File: src/rtl/contador_defs.sv
// Definitions shared by the counter query requester, the FIFO word counter
// (contador) and its probador: FSM encodings and default widths.
package contador_defs;
    typedef enum logic [2:0] {
        S_IDLE = 3'd0,
        S_REQ  = 3'd1,
        S_WAIT = 3'd2,
        S_DONE = 3'd3,
        S_ERR  = 3'd4
    } state_t;

    localparam int DEF_CNT_W     = 5;
    localparam int DEF_IDX_W     = 3;
    localparam int DEF_NUM_FIFOS = 4;
    localparam int DEF_TIMEOUT   = 8;
endpackage

File: src/rtl/timeout_timer.sv
// Handshake watchdog: counts enabled cycles since the last clear and flags
// expiry at TIMEOUT-1. It saturates there so it can never wrap.
module timeout_timer #(
    parameter  int TIMEOUT = 8,
    localparam int TW      = $clog2(TIMEOUT)
) (
    input  logic clk,
    input  logic reset,
    input  logic clear,
    input  logic enable,
    output logic expired
);
    logic [TW-1:0] cnt_q, cnt_d;

    assign expired = (cnt_q == TW'(TIMEOUT - 1));

    always_comb begin
        cnt_d = cnt_q;
        if (clear)
            cnt_d = '0;
        else if (enable && !expired)
            cnt_d = cnt_q + 1'b1;
    end

    always_ff @(posedge clk or negedge reset) begin
        if (!reset) cnt_q <= '0;
        else        cnt_q <= cnt_d;
    end
endmodule

File: src/rtl/lector_contador.sv
// Counter query requester: on start (while IDLE) walks idx 0..NUM_FIFOS-1,
// captures each returned count into cnt_all, then pulses done (or error).
module lector_contador
    import contador_defs::*;
#(
    parameter int NUM_FIFOS = DEF_NUM_FIFOS,
    parameter int IDX_W     = DEF_IDX_W,
    parameter int CNT_W     = DEF_CNT_W,
    parameter int TIMEOUT   = DEF_TIMEOUT
) (
    input  logic                       clk,
    input  logic                       reset,
    input  logic                       start,
    input  logic                       IDLE,
    input  logic                       valid_contador,
    input  logic [CNT_W-1:0]           contador_out,
    output logic                       req,
    output logic [IDX_W-1:0]           idx,
    output logic [NUM_FIFOS*CNT_W-1:0] cnt_all,
    output logic                       busy,
    output logic                       done,
    output logic                       error
);
    state_t                     state_q, state_d;
    logic [IDX_W-1:0]           idx_q, idx_d;
    logic [NUM_FIFOS*CNT_W-1:0] cnt_q, cnt_d;
    logic                       req_q, req_d;
    logic                       busy_q, busy_d;
    logic                       done_q, done_d;
    logic                       error_q, error_d;
    logic                       tmr_clear, tmr_en, tmr_expired;

    // The timer only runs inside S_WAIT, so it always starts from zero there.
    assign tmr_clear = (state_q != S_WAIT);
    assign tmr_en    = (state_q == S_WAIT) && IDLE && !valid_contador;

    timeout_timer #(.TIMEOUT(TIMEOUT)) u_timer (
        .clk     (clk),
        .reset   (reset),
        .clear   (tmr_clear),
        .enable  (tmr_en),
        .expired (tmr_expired)
    );

    always_comb begin
        state_d = state_q;
        idx_d   = idx_q;
        cnt_d   = cnt_q;
        req_d   = 1'b0;
        busy_d  = 1'b0;
        done_d  = 1'b0;
        error_d = 1'b0;
        case (state_q)
            S_IDLE: begin
                if (start && IDLE) begin
                    cnt_d   = '0;
                    idx_d   = '0;
                    state_d = S_REQ;
                    req_d   = 1'b1;
                    busy_d  = 1'b1;
                end
            end
            S_REQ: begin
                if (!IDLE) begin
                    state_d = S_ERR;
                    error_d = 1'b1;
                end else begin
                    state_d = S_WAIT;
                    busy_d  = 1'b1;
                end
            end
            S_WAIT: begin
                // Losing IDLE wins over a same-cycle response: nothing is captured.
                if (!IDLE) begin
                    state_d = S_ERR;
                    error_d = 1'b1;
                end else if (valid_contador) begin
                    for (int i = 0; i < NUM_FIFOS; i++)
                        if (idx_q == IDX_W'(i))
                            cnt_d[i*CNT_W +: CNT_W] = contador_out;
                    if (idx_q == IDX_W'(NUM_FIFOS - 1)) begin
                        state_d = S_DONE;
                        done_d  = 1'b1;
                    end else begin
                        idx_d   = idx_q + 1'b1;
                        state_d = S_REQ;
                        req_d   = 1'b1;
                        busy_d  = 1'b1;
                    end
                end else if (tmr_expired) begin
                    state_d = S_ERR;
                    error_d = 1'b1;
                end else begin
                    busy_d = 1'b1;
                end
            end
            S_DONE:  state_d = S_IDLE;
            S_ERR:   state_d = S_IDLE;
            default: state_d = S_IDLE;
        endcase
    end

    always_ff @(posedge clk or negedge reset) begin
        if (!reset) begin
            state_q <= S_IDLE;
            idx_q   <= '0;
            cnt_q   <= '0;
            req_q   <= 1'b0;
            busy_q  <= 1'b0;
            done_q  <= 1'b0;
            error_q <= 1'b0;
        end else begin
            state_q <= state_d;
            idx_q   <= idx_d;
            cnt_q   <= cnt_d;
            req_q   <= req_d;
            busy_q  <= busy_d;
            done_q  <= done_d;
            error_q <= error_d;
        end
    end

    assign req     = req_q;
    assign idx     = idx_q;
    assign cnt_all = cnt_q;
    assign busy    = busy_q;
    assign done    = done_q;
    assign error   = error_q;
endmodule

File: config.mk
export PLATFORM = sky130hd
export DESIGN_NAME = lector_contador
export DESIGN_NICKNAME = d
export VERILOG_FILES = /design/src/rtl/contador_defs.sv /design/src/rtl/timeout_timer.sv /design/src/rtl/lector_contador.sv
export SDC_FILE = /design/constraint.sdc
export NUM_CORES = 1
export LEC_CHECK = 0
export CELL_PAD_IN_SITES_DETAIL_PLACEMENT = 1
export CELL_PAD_IN_SITES_GLOBAL_PLACEMENT = 1
export CORE_MARGIN = 10
export CORE_UTILIZATION = 40
export CTS_BUF_LIST = sky130_fd_sc_hd__clkbuf_8
export DETAILED_ROUTE_END_ITERATION = 10
export PLACE_DENSITY = 0.78
export SLEW_MARGIN = 15
export SYNTH_ARGS = -nofsm -noshare
export SYNTH_HDL_FRONTEND = slang
export SYNTH_SLANG_ARGS = --single-unit
File: constraint.sdc
create_clock -name clk -period 2.8 [get_ports clk]
set_clock_uncertainty 0.2 [all_clocks]
set_input_delay 0.84 -clock clk [delete_from_list [all_inputs] [get_ports clk]]
set_output_delay 0.84 -clock clk [all_outputs]
set_load 0.01 [all_outputs]
; ---- After elaboration in Yosys (flattened, before gate mapping)
; Index checks and enable logic that the tools add are counted.
[op_classes]
addsub = 2
eq_ne = 16
muxes = 41
reduce_logical = 16
[op_table]
columns = operator, count
row1 = two-way mux 20 bit, 3
row2 = case mux 20 bit (2 select lines), 1
row3 = two-way mux 3 bit, 11
row4 = AND reduction 5 bit, 5
row5 = two-way mux 5 bit, 4
row6 = two-way mux 1 bit, 16
row7 = "== test 3 x 2 -> 1 bit, second input constant", 3
row8 = case mux 3 bit (3 select lines), 1
row9 = "!= test 2 x 1 -> 1 bit, second input constant", 4
row10 = "!= test 2 bit, second input constant", 4
row11 = "adder 3 x 1 -> 3 bit, second input constant", 2
row12 = "== test 3 x 1 -> 1 bit, second input constant", 2
row13 = zero test 3 bit, 2
row14 = case mux 3 bit (2 select lines), 1
row15 = logical AND 1 bit, 4
row16 = "!= test 4 x 3 -> 1 bit, second input constant", 1
row17 = case mux 1 bit (2 select lines), 2
row18 = nonzero test 2 bit, 2
row19 = "== test 3 bit, second input constant", 1
row20 = "!= test 3 x 2 -> 1 bit, second input constant", 1
row21 = case mux 1 bit (3 select lines), 1
row22 = zero test 1 bit, 2
row23 = two-way mux 2 bit, 1
row24 = AND reduction 2 bit, 1
[word_totals]
register_bits = 33
in_bits = 10
output_inout_bits = 27
word_cells = 86

; ---- Longest topological paths before layout
[logic_depth]
word_depth = 6
mapped_depth = 5
ltp_nobuf = 5

; ---- By module
; Synthesis repeated with hierarchy kept, for this count alone.
[unflattened]
cells_unflattened = 133
hier_area_um2 = 1631.6
[by_module_without_submodules]
columns = module, n_inst, cells_each, area_per_inst_um2, seq_area_each_um2
row1 = lector_contador, 1, 118, 1447.6, 750.7
row2 = timeout_timer, 1, 15, 183.9, 75.1

; ---- Worst setup path after synthesis
; No wires, ideal clock.
[synth_timing]
kind = input to register
startpoint = input port IDLE
endpoint = register cnt_q[15], in the netlist cnt_all[15]
setup_time_ns = 0.125
t_arrival_ns = 1.755
required_ns = 2.475
slack_ns = 0.720
cell_stages = 4
path_buffers = 0
cell_sequence = nand2b_4 > nor3_4 > nand2b_4 > mux2_2
[synth_via]
elab_chain_cells = 3
word_cells_on_any_way = 4
cone_classes = eq/ne: 2 / reduce/logical: 2
[synth_rtl]
columns = item, line
row1 = start: declaration, lector_contador.sv:14  ; input logic IDLE,
row2 = logical AND 1 bit, lector_contador.sv:55  ; if (start && IDLE) begin
row3 = != test 2 bit (no source line), n/a
row4 = AND reduction 5 bit (no source line) (*), n/a
row5 = end signal: assignment, lector_contador.sv:115  ; cnt_q <= cnt_d;
row6 = end: declaration, lector_contador.sv:26  ; logic [NUM_FIFOS*CNT_W-1:0] cnt_q, cnt_d;
; Every way passes the cells marked *; elsewhere a longest branch is shown, timed or not.
; A chain may end at the register's enable or synchronous reset.

; ---- Final worst setup path
[layout_timing]
startpoint = input port IDLE
endpoint = register cnt_q[16], in the netlist cnt_all[16]
; Same word-level chain as after synthesis.

==> results.tsv <==
metric	value	unit
end_kind	flop	
cts.sinks	33	
via_per_inst	4.91	
grt_max_degree	34	
h-tree-depth	2	
coreArea	3720	µm²
dp_hpwl	2790	µm
clock.fmax	0.399	GHz
drt_iter0_drc	24	
design_area	2080	µm²
num-nets-final	179	
placed_cell_area	2000	µm²
postSynthAreaPerCell	13.6	µm²
fin_ws	0.293	ns
num_vias	1027	
ys_ff_latch	33	
p_per_area	509	nW/µm²
setup_viol	0	
ys_seq_area_share	52.8	%
holdCritStartpoint	cnt_all[1]	
switchingPower	0.273	mW
syn_inst	115	
antenna_found_initial	0	
areaGrowthSynthToFinish	32.9	%
worstMarginPinSlew	0.497	ns
synth_top_area_share	52.8	%
start_kind	input port	
ctsHoldBuffers	0	
io_buffers	36	
p_comb_share	19.4	%
drv_cap	0	
min_period	2.51	ns
clockBufferDepth	2	
synth-compound-area-share	6.16	%
ant_nets	0	
synth_nets	134	
hold_class	flop to flop	
required	2.77	ns
status	finished clean	
die_w	82.6	µm
leakagePower	0.974	nW
rsz0062_at_grt	false	
die_h	82.6	µm
crit_type	input port to flop	
p_int	0.787	mW
die-area	6820	µm²
clk_pin_slew	0.06	ns
cp.arrival	2.47	ns
drv_slew	0	
layout-drive-gt1-share	28.6	%
synth_top_family_by_area	multiplexers	
rr_startpoint	state_q[2]	
synthAdderAreaFrac	7.19	%
wl_per_cell	17.0	µm
crit_start	IDLE	
grt_pass1_wl	6000	µm
place_ws	0.00761	ns
cts_root_buf	clkbuf_8	
place.gp.congestion	0.769	
io_pins	37	
hold_violations	0	
synthDistinctLibCells	29	
synthSimpleGateAreaFrac	13.5	%
ctsResizeCount	0	
crit_fanout	5	
tns	0	ns
synth-xor-area-share	0.560	%
synth.cell_area	1570	µm²
grt_remaining_overflow	0	
finalCritPeriodShare	89.6	%
cts_tree	done	
slew_headroom	66.7	%
p_seq_share	50.0	%
power_switching_share	25.7	%
synthMuxAreaShare	17.7	%
synth_area_leaders	dfrtp_1 (53%), mux2_2 (15%), ha_1 (7.2%), mux2i_1 (2.6%), and2_2 (2.4%)	
clkLatencyLatePin	0.28	ns
cts_setup_buffers	0	
ys_warn_count	0	
rows	22	
gr-usage-all-layers	11.8	%
dr.pass1.iters	4	
drc	0	
synth_area_leader_cell	dfrtp_1	
antenna_cells	0	
drt-total-wl	3550	µm
clkPwrFrac	30.6	%
initial_core_util	42.1	%
ir_drop	0.304	mV
cts_buffers	5	
grt_pass1_vias	1136	
## logic make-up (layout without fill, tap and decap cells)
kind of cell               after synthesis  after routing
muxes                                   25             25
AOI/OAI and AO/OA                        9              9
buffers and inverters                    8             54
adders and majority gates                9              9
DFF                                     33             33
and+or+nand+nor                         30             30
xor gates and xnor gates                 1              1
## final timing paths
path / end / slack, ns / cells after the start
worst min-delay path: cnt_all[1] / 0.31 / 1
max in group asynchronous: req / 1.34 / 2
worst min register to register: cnt_all[1] / 0.31 / 1
worst max-delay path: cnt_all[16] / 0.29 / 5
min in group asynchronous: error / 0.76 / 2
worst max register to register: cnt_all[16] / 0.89 / 4
## routing by layer
layer	global-route usage (%)	share of wire (%)	vias up
met3	6.59	12	7
met1	12.5	38	504
li1	-	-	485
met2	19.4	49	31
met5	0	0	-
met4	4.01	1.3	0
## registers in the layout, summed over array words and instances, names as in the netlist
signal         flops
cnt_all           20
idx                3
state_q            3
u_timer.cnt_q      3
busy               1
done               1
error              1
req                1
## cell usage after synthesis
cell type and count:
a211oi_1 1, a21oi_1 1, a21oi_2 2, a2bb2oi_1 1, a31o_4 1, a41oi_4 1
and2_2 5, and4bb_4 1, buf_4 1, dfrtp_1 33, ha_1 9, inv_1 6
inv_2 1, mux2_2 21, mux2i_1 4, nand2_1 3, nand2b_1 1, nand2b_2 1
nand2b_4 2, nand3_1 1, nor2_1 9, nor2b_1 1, nor3_1 3, nor3_4 1
nor4_4 1, o21ai_0 1, o21bai_1 1, or2_2 1, xnor2_1 1
## critical path, cell delays in order
cell             delay (ns)
clkdlybuf4s50_1        0.57
nand2b_4               0.11
nor3_4                 0.37
nand2b_4               0.24
mux2_2                 0.33
## power groups by stage
stage	Clock (mW)	Sequential (mW)	Combinational, mW
final	0.324	0.530	0.206
after global routing	0.365	0.534	0.226
after CTS	0.336	0.530	0.211
after detailed placement	0	0.539	0.210
after global placement	0	0.537	0.205
after floorplan	0	0.549	0.0916
## layout make-up
cell class                      count  area, µm²
Inverter                            7       26.3
Fill cell                         394       1640
Clock inverter                      3       11.3
Sequential cell                    33        826
Tap cell                           48       60.1
Timing Repair Buffer               39        383
Multi-Input combinational cell     74        706
Clock buffer                        5       68.8
## per-stage QoR
step,utilization [%],total power [mW],instances,hold slack (ns)
global placement,53.8,0.741,201,0.290
finish,56.0,1.06,209,0.311
detailed placement,53.8,0.749,201,0.299
global route,56.0,1.13,209,0.327
floorplan,-,0.640,115,0.276
CTS,56.0,1.08,209,0.311
## layout by cell type (no fill, tap or decap), drive strengths merged
master,n
nor2,9
nor2b,1
nor4,1
dfrtp,33
o21bai,1
mux2,21
a2bb2oi,1
clkdlybuf4s50,36
buf,3
nor3,4
and4bb,1
a41oi,1
inv,10
nand3,1
nand2,3
and2,5
mux2i,4
or2,1
xnor2,1
a21oi,3
a211oi,1
clkbuf,5
a31o,1
o21ai,1
ha,9
nand2b,4
No activity file was read; power rests on OpenSTA's default activity.
